## config.mk

```make
export PLATFORM = sky130hd
export DESIGN_NAME = display_fb_writer
export DESIGN_NICKNAME = d
export VERILOG_FILES = /design/src/rtl/display_fb_writer.sv
export SDC_FILE = /design/constraint.sdc
export NUM_CORES = 1
export LEC_CHECK = 0
export CORE_MARGIN = 2
export CORE_UTILIZATION = 23
export DETAILED_ROUTE_END_ITERATION = 12
export REMOVE_ABC_BUFFERS = 1
export SLEW_MARGIN = 15
export SYNTH_ARGS = -nofsm -noshare
export SYNTH_HDL_FRONTEND = slang
export SYNTH_SLANG_ARGS = --single-unit
export TNS_END_PERCENT = 5
```

## constraint.sdc

```tcl
create_clock -name clk -period 5.95 [get_ports clk]
set_input_delay 1.785 -clock clk [delete_from_list [all_inputs] [get_ports clk]]
set_output_delay 1.785 -clock clk [all_outputs]
set_load 0.02 [all_outputs]
```

## src/rtl/display_fb_writer.sv

```systemverilog
// Double-buffered frame-buffer write controller: writes host pixels into the back bank, swaps on frame_start.
// Optional power-up clear of both banks under DISPLAY_FB_WRITER_CLEAR_EN.
module display_fb_writer #(
  parameter int unsigned H_ACTIVE = 640,
  parameter int unsigned V_ACTIVE = 400,
  parameter int unsigned ADDR_W   = 18,
  parameter int unsigned DATA_W   = 10
) (
  input  logic              clk,
  input  logic              reset_n,
  input  logic              pix_valid,
  output logic              pix_ready,
  input  logic [DATA_W-1:0] pix_data,
  input  logic              pix_sof,
  input  logic              frame_start,
  output logic              mem_we,
  output logic              mem_bank,
  output logic [ADDR_W-1:0] mem_addr,
  output logic [DATA_W-1:0] mem_wdata,
  output logic              disp_bank,
  output logic              swap,
  output logic              busy
);

  localparam int unsigned NPIX = H_ACTIVE * V_ACTIVE;
  localparam logic [ADDR_W-1:0] LAST = ADDR_W'(NPIX - 1);

`ifdef DISPLAY_FB_WRITER_CLEAR_EN
  typedef enum logic [1:0] {S_IDLE, S_WRITE, S_WAIT_SWAP, S_CLEAR} state_t;
  localparam state_t RESET_STATE = S_CLEAR;
  localparam logic   RESET_BUSY  = 1'b1;
  logic clr_bank;
`else
  typedef enum logic [1:0] {S_IDLE, S_WRITE, S_WAIT_SWAP} state_t;
  localparam state_t RESET_STATE = S_IDLE;
  localparam logic   RESET_BUSY  = 1'b0;
`endif

  // A single-pixel frame is complete as soon as its sof beat is written.
  localparam state_t AFTER_FIRST = (NPIX == 1) ? S_WAIT_SWAP : S_WRITE;
  localparam logic [ADDR_W-1:0] PTR_AFTER_FIRST = (NPIX == 1) ? '0 : ADDR_W'(1);

  state_t            state, state_nxt;
  logic [ADDR_W-1:0] ptr;
  logic              accept;
  logic              ready_nxt;
  logic              busy_nxt;

  assign accept = pix_valid && pix_ready;

  always_comb begin
    state_nxt = state;
    case (state)
      S_IDLE:      if (accept && pix_sof) state_nxt = AFTER_FIRST;
      S_WRITE:     if (accept) begin
                     if (pix_sof)          state_nxt = AFTER_FIRST;
                     else if (ptr == LAST) state_nxt = S_WAIT_SWAP;
                   end
      S_WAIT_SWAP: if (frame_start) state_nxt = S_IDLE;
`ifdef DISPLAY_FB_WRITER_CLEAR_EN
      S_CLEAR:     if (ptr == LAST && !clr_bank) state_nxt = S_IDLE;
`endif
      default:     state_nxt = S_IDLE;
    endcase
    ready_nxt = (state_nxt == S_IDLE) || (state_nxt == S_WRITE);
    busy_nxt  = (state_nxt != S_IDLE);
`ifdef DISPLAY_FB_WRITER_CLEAR_EN
    // Hold the handshake closed for the cycle that shows the final clear write.
    if (state == S_CLEAR) begin
      ready_nxt = 1'b0;
      busy_nxt  = 1'b1;
    end
`endif
  end

  always_ff @(posedge clk) begin
    if (!reset_n) begin
      state     <= RESET_STATE;
      ptr       <= '0;
      mem_we    <= 1'b0;
      mem_addr  <= '0;
      mem_wdata <= '0;
      disp_bank <= 1'b0;
      mem_bank  <= 1'b1;
      swap      <= 1'b0;
      pix_ready <= 1'b0;
      busy      <= RESET_BUSY;
`ifdef DISPLAY_FB_WRITER_CLEAR_EN
      clr_bank  <= 1'b1;
`endif
    end else begin
      state     <= state_nxt;
      pix_ready <= ready_nxt;
      busy      <= busy_nxt;
      mem_we    <= 1'b0;
      swap      <= 1'b0;
      mem_bank  <= ~disp_bank;
      case (state)
        S_IDLE, S_WRITE: begin
          if (accept && (pix_sof || state == S_WRITE)) begin
            mem_we    <= 1'b1;
            mem_wdata <= pix_data;
            if (pix_sof) begin
              mem_addr <= '0;
              ptr      <= PTR_AFTER_FIRST;
            end else begin
              mem_addr <= ptr;
              if (ptr != LAST) ptr <= ptr + ADDR_W'(1);
            end
          end
        end
        S_WAIT_SWAP: begin
          if (frame_start) begin
            disp_bank <= ~disp_bank;
            mem_bank  <= disp_bank;
            swap      <= 1'b1;
          end
        end
`ifdef DISPLAY_FB_WRITER_CLEAR_EN
        S_CLEAR: begin
          mem_we    <= 1'b1;
          mem_addr  <= ptr;
          mem_wdata <= '0;
          mem_bank  <= clr_bank;
          if (ptr == LAST) begin
            ptr      <= '0;
            clr_bank <= 1'b0;
          end else begin
            ptr <= ptr + ADDR_W'(1);
          end
        end
`endif
        default: ;
      endcase
    end
  end

endmodule

```

After elaboration in Yosys (flattened, before gate mapping). Index checks and enable logic that the tools add are counted. W data, S select, Z words.

$add $sub $neg: 1. $mul: 0. Divide/modulo/power cells: 0. Order comparisons: 0. Eq/ne operators: 5. Shifts and indexed selects: 0. Mux-type cells: 13. Bitwise operators: 1. Reduce and logical (&&, ||, !) cells: 15.

Operators with widths (count): $mux W18 (3); $add A18 B1 Y18 const B (1); $eq A18 B18 Y1 const B (1); $ne A18 B18 Y1 const B (1); $mux W2 (5); $reduce_and A2 Y1 (4); $pmux W2 S3 (1); $eq A2 B1 Y1 const B (2); $logic_not A2 Y1 (2); $mux W1 (4); $reduce_bool A2 Y1 (2); $logic_and A1 B1 Y1 (3); $reduce_and A3 Y1 (1); $eq A2 B2 Y1 const B (1); $logic_or A1 B1 Y1 (2); $reduce_or A2 Y1 (1); $not A1 Y1 (1).

Bits in registers: 54. Bits in latches: 0. Memory bits (writable): 0. Bits in read-only memories: 0. Input bits: 15. Word-level logic and storage cells: 45. Memories: 0.

Depth between registers and ports, before layout.
Depth in word-level cells: 7. Depth in mapped cells: 6. Mapped depth without buffers: 5.

Least setup slack after synthesis. Ideal clock, no wire load.

Path kind: input-to-reg. From: input port pix_sof. To: register ptr[12]. Arrival time: 3048 ps. Required time: 5880 ps. Setup slack: 2832 ps. Stages: 4. Buffers on the path: 0. Cells stage by stage: o211ai_2 or4_4 or4_1 a21oi_1.

Cells in the longest elaborated chain, start to end: 3. Elaborated cells between the ends (all ways): 5. Classes of those cells: 1 x mux; 4 x reduce/logical.

RTL lines: start: declaration (RTL line 14) `input logic pix_sof,`; $logic_or A1 B1 Y1 (RTL line 100) `if (accept && (pix_sof || state == S_WRITE)) begin`; $logic_and A1 B1 Y1 (RTL line 100); $reduce_and A3 Y1 (no line); end signal: assignment (RTL line 108) `if (ptr != LAST) ptr <= ptr + ADDR_W'(1);`; end: declaration (RTL line 44) `logic [ADDR_W-1:0] ptr;`.

Several ways; a longest one is shown, not always the timed one. A chain may end at the register's enable or synchronous reset.

Worst setup path in the final report.
From: input port pix_sof. To: register mem_addr[12].

Cells in the longest elaborated chain, start to end: 3. Elaborated cells between the ends (all ways): 4. Classes of those cells: 1 x mux; 3 x reduce/logical.

RTL lines: $logic_or A1 B1 Y1 (RTL line 100); $logic_and A1 B1 Y1 (RTL line 100); $reduce_and A2 Y1 (no line); end signal: assignment (RTL line 107) `mem_addr <= ptr;`; end: declaration (RTL line 18) `output logic [ADDR_W-1:0] mem_addr,`.

Several ways; a longest one is shown, not always the timed one.

==> flow_summary_export.csv <==
group,metric,value,unit
routing,detail_route.wl_per_cell,13.4,um
routing,drcViolationCount,0,
setup_path,worst-path-max-fanout,16,
routing,iteration_count_of_the_initial_detailed_routing_pass,4,
clock_tree,clockRootBuffer,"sky130_fd_sc_hd__clkbuf_8",
min_path,worst_hold_path_type,"flip-flop to flip-flop",
timing,rsz_0062_raised_after_global_routing,"no",
timing,period_needed,3.87,ns
setup_path,worstPathArrival,4.12,ns
synth,yosys.cell_types.count,38,
floorplanning,chipHeight,101,um
placed_design,dp_hpwl,3800,um
clock_tree,cts-root-to-sink-buffers,2,
clock_tree,cts_tree,"yes",
routing,route.final.wire_length,5240,um
grt,first_global_vias,1784,
finish,n_antenna_cell,0,
finish,syn_to_final_growth,31.3,%
placed_design,gp_congestion,0.796,
floorplanning,start_util,23.7,%
pwr,total_leakage_power,0.928,nW
finish,post_route_cells_drive_above_1_share,5.69,%
setup_path,setup.worst_path.end_class,"flip-flop",
timing,setup_viol_count_final,0,
synth,synth_cells,234,
placed_design,portBuffers,48,
synth,postSynthRegisterBits,54,
timing,timing.setup.tns,0,ns
routing,ant_nets,0,
grt,grt_usage,10.6,%
clock_tree,cts_repair_resize_count,0,
grt,antenna_found_initial,0,
clock_tree,postCtsSetupBuffers,0,
floorplanning,die_width,101,um
finish,nets_final,296,
setup_path,critPathRequiredTime,6.20,ns
clock_tree,cts_inserted_buffers,5,
setup_path,timing_worst_setup_path_type,"primary input to flip-flop",
pwr,power_density,218,mW/mm^2
grt,grt_first_pass_wirelength,8740,um
pwr,power.ir.vdd_worst,0.000104,V
floorplanning,core_region_area,0.00920,mm^2
clock_tree,cts.sinks,54,
routing,drt_iter0_markers,110,
finish,layout_commonest_cell,"sky130_fd_sc_hd__dfxtp_1",
setup_path,crit_path_start_kind,"primary input",
clock_tree,clk_pin_slew_worst_paths,0.09,ns
timing,timing_worst_slew_pin_value,1.02,ns
timing,finalHoldViolations,0,
clock_tree,clock_latency_reported_for_the_late_side_of_the_worst_skew_pair,0.31,ns
outcome,run_status,"completed",
grt,grt-ovfl-total,0,
floorplanning,die_area,0.0103,mm^2
timing,final_max_slew_viol_count,0,
timing,fin_worst_skew,0.00583,ns
timing,fmaxAchievable,259,MHz
run,maxCapViolCount,0,
timing,post-route-worst-setup-slack,2.08,ns
synth,synth_area,0.00218,mm^2
timing,layout_worst_path_cycle_share,65.0,%
timing,slew-limit-headroom,32.0,%
floorplanning,row_count,35,
synth,yosysWarnings,0,
finish,final_cell_mix,"sky130_fd_sc_hd__dfxtp_1 (54), sky130_fd_sc_hd__clkdlybuf4s50_1 (48), sky130_fd_sc_hd__nand2_1 (36), sky130_fd_sc_hd__a21oi_1 (26), sky130_fd_sc_hd__a22o_1 (16)",
floorplanning,design.portCount,49,
synth,seq_area_frac_synth,49.7,%
synth,synth.avg_cell_area,9.30,um^2
placed_design,place_ws,1.69,ns
clock_tree,clock_tree.htree_level_count,2,
routing,vias,1905,
routing,post_drt_via_cell_ratio,4.86,
grt,grt_start_max_net_pins,26,
clock_tree,ctsHoldBuffers,0,
==> sequential cells by signal, indices dropped and copies added, names as in the netlist <==
name       count
mem_addr      18
ptr           18
mem_bank       1
swap           1
mem_we         1
mem_wdata     10
pix_ready      1
busy           1
disp_bank      1
state          2
==> synth_stat cells <==
cell type                   number  area [um^2]
sky130_fd_sc_hd__a211oi_1        5         37.5
sky130_fd_sc_hd__a21o_1          1         7.51
sky130_fd_sc_hd__a21oi_1        26          130
sky130_fd_sc_hd__a22o_1         16          140
sky130_fd_sc_hd__a31oi_1         1         6.26
sky130_fd_sc_hd__and2_1          3         18.8
sky130_fd_sc_hd__and3_1          3         18.8
sky130_fd_sc_hd__and4b_1         1         10.0
sky130_fd_sc_hd__clkbuf_1        9         33.8
sky130_fd_sc_hd__dfxtp_1        54         1080
sky130_fd_sc_hd__ha_1            1         12.5
sky130_fd_sc_hd__inv_1           6         22.5
sky130_fd_sc_hd__mux2i_1         6         60.1
sky130_fd_sc_hd__nand2_1        36          135
sky130_fd_sc_hd__nand2b_1        4         25.0
sky130_fd_sc_hd__nand3_1         3         15.0
sky130_fd_sc_hd__nand3b_1        4         30.0
sky130_fd_sc_hd__nand4_1         5         31.3
sky130_fd_sc_hd__nand4b_1        1         8.76
sky130_fd_sc_hd__nand4bb_1       1         11.3
sky130_fd_sc_hd__nor2_1          8         30.0
sky130_fd_sc_hd__nor3_1          2         10.0
sky130_fd_sc_hd__nor3_2          1         10.0
sky130_fd_sc_hd__nor4_2          1         12.5
sky130_fd_sc_hd__nor4b_1         2         17.5
sky130_fd_sc_hd__o211a_1         1         10.0
sky130_fd_sc_hd__o211ai_2        1         12.5
sky130_fd_sc_hd__o21ai_0         2         10.0
sky130_fd_sc_hd__o311ai_0        1         8.76
sky130_fd_sc_hd__o31ai_1         5         37.5
sky130_fd_sc_hd__o41ai_1         4         35.0
sky130_fd_sc_hd__or2_0           1         6.26
sky130_fd_sc_hd__or2_2           2         12.5
sky130_fd_sc_hd__or3_1           8         50.1
sky130_fd_sc_hd__or4_1           5         37.5
sky130_fd_sc_hd__or4_4           1         11.3
sky130_fd_sc_hd__or4b_2          2         20.0
sky130_fd_sc_hd__xor2_1          1         8.76
==> through the flow <==
stage               cell area, um^2  power, mW  hold slack (ns)  util [%]  instances
CTS                            2860      0.633            0.467      31.1        392
detailed placement             2760      0.421            0.451      30.0        384
global route                   2860      0.648            0.493      31.1        392
finish                         2860      0.622            0.464      31.1        392
global placement               2760      0.420            0.447      30.0        384
floorplan                      2140      0.397            0.457         -        225
==> critical path: stages <==
cell	delay [ns]
sky130_fd_sc_hd__clkdlybuf4s50_1	0.59
sky130_fd_sc_hd__o211ai_2	0.19
sky130_fd_sc_hd__nand2b_1	0.45
sky130_fd_sc_hd__nor3_2	0.86
sky130_fd_sc_hd__a22o_1	0.23
==> routing by layer <==
layer	wire length (um)	vias up	global-route usage, %
met3	391	8	3.52
met1	2420	863	14.1
li1	-	967	-
met5	0	-	0
met2	2350	67	16.1
met4	70	0	4.05
==> area by class of cell <==
type	instances	area (um^2)
Inverter	6	22.5
Tap cell	111	139
Timing Repair Buffer	48	480
Sequential cell	54	1080
Clock buffer	6	82.6
Clock inverter	2	12.5
Multi-Input combinational cell	165	1040
Fill cell	977	6340
==> path summary, 6_finish.rpt <==
path	start	to	slack (ns)	cells past startpoint
max	pix_sof	mem_addr[12]	2.08	5
min	mem_addr[16]	mem_addr[16]	0.46	2
max reg2reg	pix_ready	mem_addr[12]	3.76	4
min reg2reg	mem_addr[16]	mem_addr[16]	0.46	2
==> cells by family (layout without fill, tap and decap cells) <==
logic type / count (synthesis) / count (layout) / share of synthesized area (%)
simple gates: 94 / 94 / 24.0
compound gates: 63 / 63 / 20.0
flops: 54 / 54 / 49.7
buf+inv: 15 / 62 / 2.59
mux: 6 / 6 / 2.76
fa+ha+maj: 1 / 1 / 0.575
xor+xnor: 1 / 1 / 0.403
==> power breakdown <==
group,switching (mW),internal (mW),leakage [nW]
logic,0.0235,0.0198,0.444
clock network,0.117,0.0937,0.0472
registers,0.00277,0.365,0.436
(Power assumes the default switching activity.)
